File: config.mk
export PLATFORM = sky130hd
export DESIGN_NAME = if_stage
export DESIGN_NICKNAME = d
export VERILOG_FILES = /design/src/rtl/if_stage_pkg.sv /design/src/rtl/if_stage_id_reg.sv /design/src/rtl/if_stage.sv
export SDC_FILE = /design/constraint.sdc
export NUM_CORES = 1
export LEC_CHECK = 0
export ABC_AREA = 0
export CELL_PAD_IN_SITES_DETAIL_PLACEMENT = 2
export CELL_PAD_IN_SITES_GLOBAL_PLACEMENT = 2
export CORE_MARGIN = 5
export CORE_UTILIZATION = 28
export DETAILED_ROUTE_END_ITERATION = 8
export PLACE_DENSITY_LB_ADDON = 0.1
export SLEW_MARGIN = 20
export SYNTH_ARGS = -nofsm -noshare
export SYNTH_HDL_FRONTEND = slang
export SYNTH_SLANG_ARGS = --single-unit
File: constraint.sdc
create_clock -name clk -period 3.6 [get_ports clk]
set_input_delay 1.08 -clock clk [delete_from_list [all_inputs] [get_ports clk]]
set_output_delay 1.08 -clock clk [all_outputs]
set_load 0.03 [all_outputs]
File: src/rtl/if_stage_pkg.sv
// Shared pipeline constants for the fetch stage and the stage registers.
package if_stage_pkg;
    localparam int          XLEN       = 32;
    localparam int          IM_AW_C    = 10;
    localparam logic [31:0] PC_RESET_C = 32'h0000_3000;
    localparam logic [31:0] NOP_INSTR  = 32'h0000_0000;
    localparam logic [31:0] PC_STEP    = 32'h0000_0004;
    localparam logic [31:0] LINK_OFS   = 32'h0000_0008;
    localparam logic [31:0] WORD_MASK  = 32'hFFFF_FFFC;
endpackage

File: src/rtl/if_stage_id_reg.sv
// IF/ID pipeline register: reset, then flush, then stall, then load.
module if_id_reg
    import if_stage_pkg::*;
(
    input  logic            clk,
    input  logic            reset,
    input  logic            flush_i,
    input  logic            stall_i,
    input  logic [XLEN-1:0] instr_i,
    input  logic [XLEN-1:0] pc_i,
    input  logic [XLEN-1:0] pc8_i,
    output logic [XLEN-1:0] instr_o,
    output logic [XLEN-1:0] pc_o,
    output logic [XLEN-1:0] pc8_o,
    output logic            valid_o
);
    logic [XLEN-1:0] instr_q;
    logic [XLEN-1:0] pc_q;
    logic [XLEN-1:0] pc8_q;
    logic            valid_q;

    // Stage register update; flush produces a bubble even while stalled.
    always_ff @(posedge clk) begin
        if (reset || flush_i) begin
            instr_q <= NOP_INSTR;
            pc_q    <= 32'h0000_0000;
            pc8_q   <= 32'h0000_0000;
            valid_q <= 1'b0;
        end else if (stall_i) begin
            instr_q <= instr_q;
            pc_q    <= pc_q;
            pc8_q   <= pc8_q;
            valid_q <= valid_q;
        end else begin
            instr_q <= instr_i;
            pc_q    <= pc_i;
            pc8_q   <= pc8_i;
            valid_q <= 1'b1;
        end
    end

    assign instr_o = instr_q;
    assign pc_o    = pc_q;
    assign pc8_o   = pc8_q;
    assign valid_o = valid_q;
endmodule

File: src/rtl/if_stage.sv
// MIPS fetch stage: PC register, next-PC selection and IF/ID capture.
module if_stage
    import if_stage_pkg::*;
#(
    parameter logic [31:0] PC_RESET = PC_RESET_C,
    parameter int          IM_AW    = IM_AW_C
) (
    input  logic             clk,
    input  logic             reset,
    input  logic             stall,
    input  logic             redirect_en,
    input  logic [31:0]      redirect_pc,
    input  logic             flush_d,
    output logic [IM_AW-1:0] im_addr,
    input  logic [31:0]      im_instr,
    output logic [31:0]      pc_f,
    output logic [31:0]      instr_d,
    output logic [31:0]      pc_d,
    output logic [31:0]      pc8_d,
    output logic             valid_d
);
    logic [31:0] pc_f_q;
    logic [31:0] pc_f_d;
    logic [31:0] pc8_f_s;

    // Next-PC select: a stalled redirect is re-presented by decode next cycle.
    always_comb begin
        pc_f_d = pc_f_q;
        if (stall) begin
            pc_f_d = pc_f_q;
        end else if (redirect_en) begin
            pc_f_d = redirect_pc & WORD_MASK;
        end else begin
            pc_f_d = pc_f_q + PC_STEP;
        end
    end

    // PC register.
    always_ff @(posedge clk) begin
        if (reset) begin
            pc_f_q <= PC_RESET;
        end else begin
            pc_f_q <= pc_f_d;
        end
    end

    assign pc8_f_s = pc_f_q + LINK_OFS;
    assign im_addr = pc_f_q[IM_AW+1:2];
    assign pc_f    = pc_f_q;

    if_id_reg u_if_id (
        .clk     (clk),
        .reset   (reset),
        .flush_i (flush_d),
        .stall_i (stall),
        .instr_i (im_instr),
        .pc_i    (pc_f_q),
        .pc8_i   (pc8_f_s),
        .instr_o (instr_d),
        .pc_o    (pc_d),
        .pc8_o   (pc8_d),
        .valid_o (valid_d)
    );
endmodule

==> flow_metrics.tcl <==
set metrics [dict create \
    hold_path.class "reg2reg" \
    whs_ns 0.472 \
    cts_buffers 17 \
    ys_warn_count 0 \
    design_area_mm2 0.00847 \
    synth_top_area_share_pct 42.2 \
    area_delta_synth_final_pct 46.3 \
    ir_drop_v 0.000321 \
    ys_top_cells_by_count "122 x dfxtp_1, 106 x nor2_1, 66 x mux2i_1, 53 x a21oi_1, 46 x nand2_1" \
    tns_ns 0 \
    muxShareOfSynthArea_pct 11.8 \
    cp.depth 1 \
    fp.dieArea_mm2 0.0237 \
    cp_num_buf_inv 1 \
    critPathKind "reg2out" \
    postCtsSetupRepairBufs 0 \
    antenna_found_initial 1 \
    seq_area_frac_synth_pct 42.2 \
    die_w_um 154 \
    vias 5590 \
    use_met3_pct 6.80 \
    worst_slew_pin_slew_ns 0.905 \
    clockBufferDepth 2 \
    crit_family "buffers and inverters" \
    rsz0062_at_grt "false" \
    yosysTopAreaCell "dfxtp_1" \
    holdCritStartpoint "u_if_id.pc_o[28]" \
    multi_input_area_mm2 0.00297 \
    path_max_fanout 10 \
    rr_worst_depth 6 \
    r2r-end "pc_f[31]" \
    synthArstFlopShare_pct 0 \
    grt_first_pass_wirelength_um 35200 \
    busiest_layer "met2" \
    synthesis.area_mm2 0.00579 \
    synth_edf_count 0 \
    synthCells 661 \
    cp-end-kind "primary output" \
    slowest_stage "clkdlybuf4s50_1" \
    path_cells "clkdlybuf4s50_1" \
    cp.arrival_ns 1.90 \
    port_buffers 199 \
    place_area_mm2 0.00787 \
    gp_congestion 0.779 \
    fin_nets 894 \
    grt_util_all_layers_pct 18.5 \
    post-route-period-util_pct 82.7 \
    ctsHoldBuffers 0 \
    drtPass1Iterations 4 \
    ant_nets 0 \
    slowest_delay_ns 0.83 \
    worstHoldEndpoint "u_if_id.pc_o[28]" \
    synthAdderAreaFrac_pct 0.432 \
    power_mw 3.79 \
    rr_startpoint "pc_f[4]" \
    grt_pass1_vias 6290 \
    syn_area_per_cell_um2 8.76 \
    synth_most_common_cell "dfxtp_1" \
    finish.utilization_pct 41.7 \
    startpoint_type "flop" \
    clk_latency_ns 0.42 \
    cts-root-buf "clkbuf_16" \
    io_pins 208 \
    ys_seq_elements 122 \
    slew_viol_final 0 \
    power.density_mw_per_mm2 448 \
    initial_core_util_pct 28.5 \
    status "finished, final reports clean" \
    slew_headroom_pct 39.5 \
    core_mm2 0.0203 \
    htreeDepth 4 \
    power.leakage_nw 3.21 \
    die-height_um 154 \
    routedWlPerCell_um 20.2 \
    maxCapViolCount 0 \
    via_per_inst 5.05 \
    yosys.area_share.simple_pct 19.6 \
    synth_top_family_by_area "simple AND/OR/NAND/NOR gates" \
    fillers 2229 \
    synth_top_flop_cell "dfxtp_1" \
    cts_resized 0 \
    cts_sinks 122 \
    fmax_mhz 336 \
    synth_cell_type_count 62 \
    hpwl_um 15800 \
    grt.met1_usage_pct 22.2 \
    clock_skew_ns 0.00637 \
    synth_compound_area_share_pct 14.4 \
    ys_top_cells_by_area "dfxtp_1 42%, mux2i_1 11%, nor2_1 6.9%" \
    r2r_slack_ns 0.96 \
    use_met2_pct 31.3 \
    grt_max_degree 54 \
    num_rows 52 \
    regArea_mm2 0.00244 \
    finalHoldViolCount 0 \
    finalSetupViolCount 0 \
    totalWireLength_um 22300 \
    period_minus_slack_ns 2.98 \
    cts_tree "done" \
    clkTransAtPathRegs_ns 0.05 \
    worstPathRequired_ns 2.52 \
    min_delay_path_depth 2 \
    grt-ovfl-total 0 \
    drt_iter0_markers 186 \
    drive_gt1_share_pct 7.66 \
    synth-xor-area-share_pct 4.69 \
    num_antenna_cells 0 \
    drc_errors 0 \
]
-- flip-flops by register name, indices dropped and copies added (netlist names) --
signal           count
pc_f                30
u_if_id.pc_o        29
u_if_id.valid_o      1
u_if_id.instr_o     32
u_if_id.pc8_o       30
-- how the worst max path moves through the flow --
stage	from	end
finish	pc_f[23]	pc_f[23]
global route	pc_f[23]	pc_f[23]
CTS	pc_f[5]	im_addr[3]
detailed placement	stall	u_if_id.instr_o[31]
global placement	stall	u_if_id.pc_o[27]
floorplan	stall	u_if_id.pc_o[4]
-- final cells by class --
cell class | instances | share of cell area, %
inverters | 6 | 0.266
clock inverters | 7 | 1.33
flip-flops and latches | 122 | 28.8
multi-input cells | 463 | 35.1
repair buffers | 213 | 24.7
well taps | 270 | 3.99
clock buffers | 25 | 5.85
-- stage by stage --
stage               setup WS (ns)  std cells
global placement            0.798       1074
CTS                         0.580       1106
finish                      0.622       1106
global route                0.532       1106
detailed placement          0.689       1074
floorplan                    1.36        666
-- power by group --
part / leakage (nW) / internal [mW] / switching (mW)
registers: 0.994 / 1.40 / 0.0664
logic: 1.92 / 0.239 / 0.302
clock network: 0.297 / 1.16 / 0.627
-- layer usage --
metal | wire, µm | vias up
li1 | - | 2604
met4 | 274 | 2
met5 | 14 | -
met3 | 1630 | 21
met2 | 10900 | 157
met1 | 9480 | 2806
-- logic make-up after synthesis --
| group | Yosys count |
|---|---|
| simple gates | 222 |
| compound gates | 134 |
| flops | 122 |
| buf+inv | 81 |
| mux | 68 |
| xor+xnor | 31 |
| fa+ha+maj | 2 |
| other cells | 1 |
-- cells in the final DEF (no fill, tap or decap), types with 8 or more instances in the layout --
master           count
clkdlybuf4s50_1    197
a21oi_1             53
nand2_1             46
xor2_1              26
nor2_1             106
a211oi_1             9
o21bai_1            16
clkbuf_16           17
buf_4               15
mux2i_1             66
nand3_1             11
dfxtp_1            122
nand4_1             16
o21ai_0             15
o22ai_1              8
No activity file was read; power rests on OpenSTA's default activity.
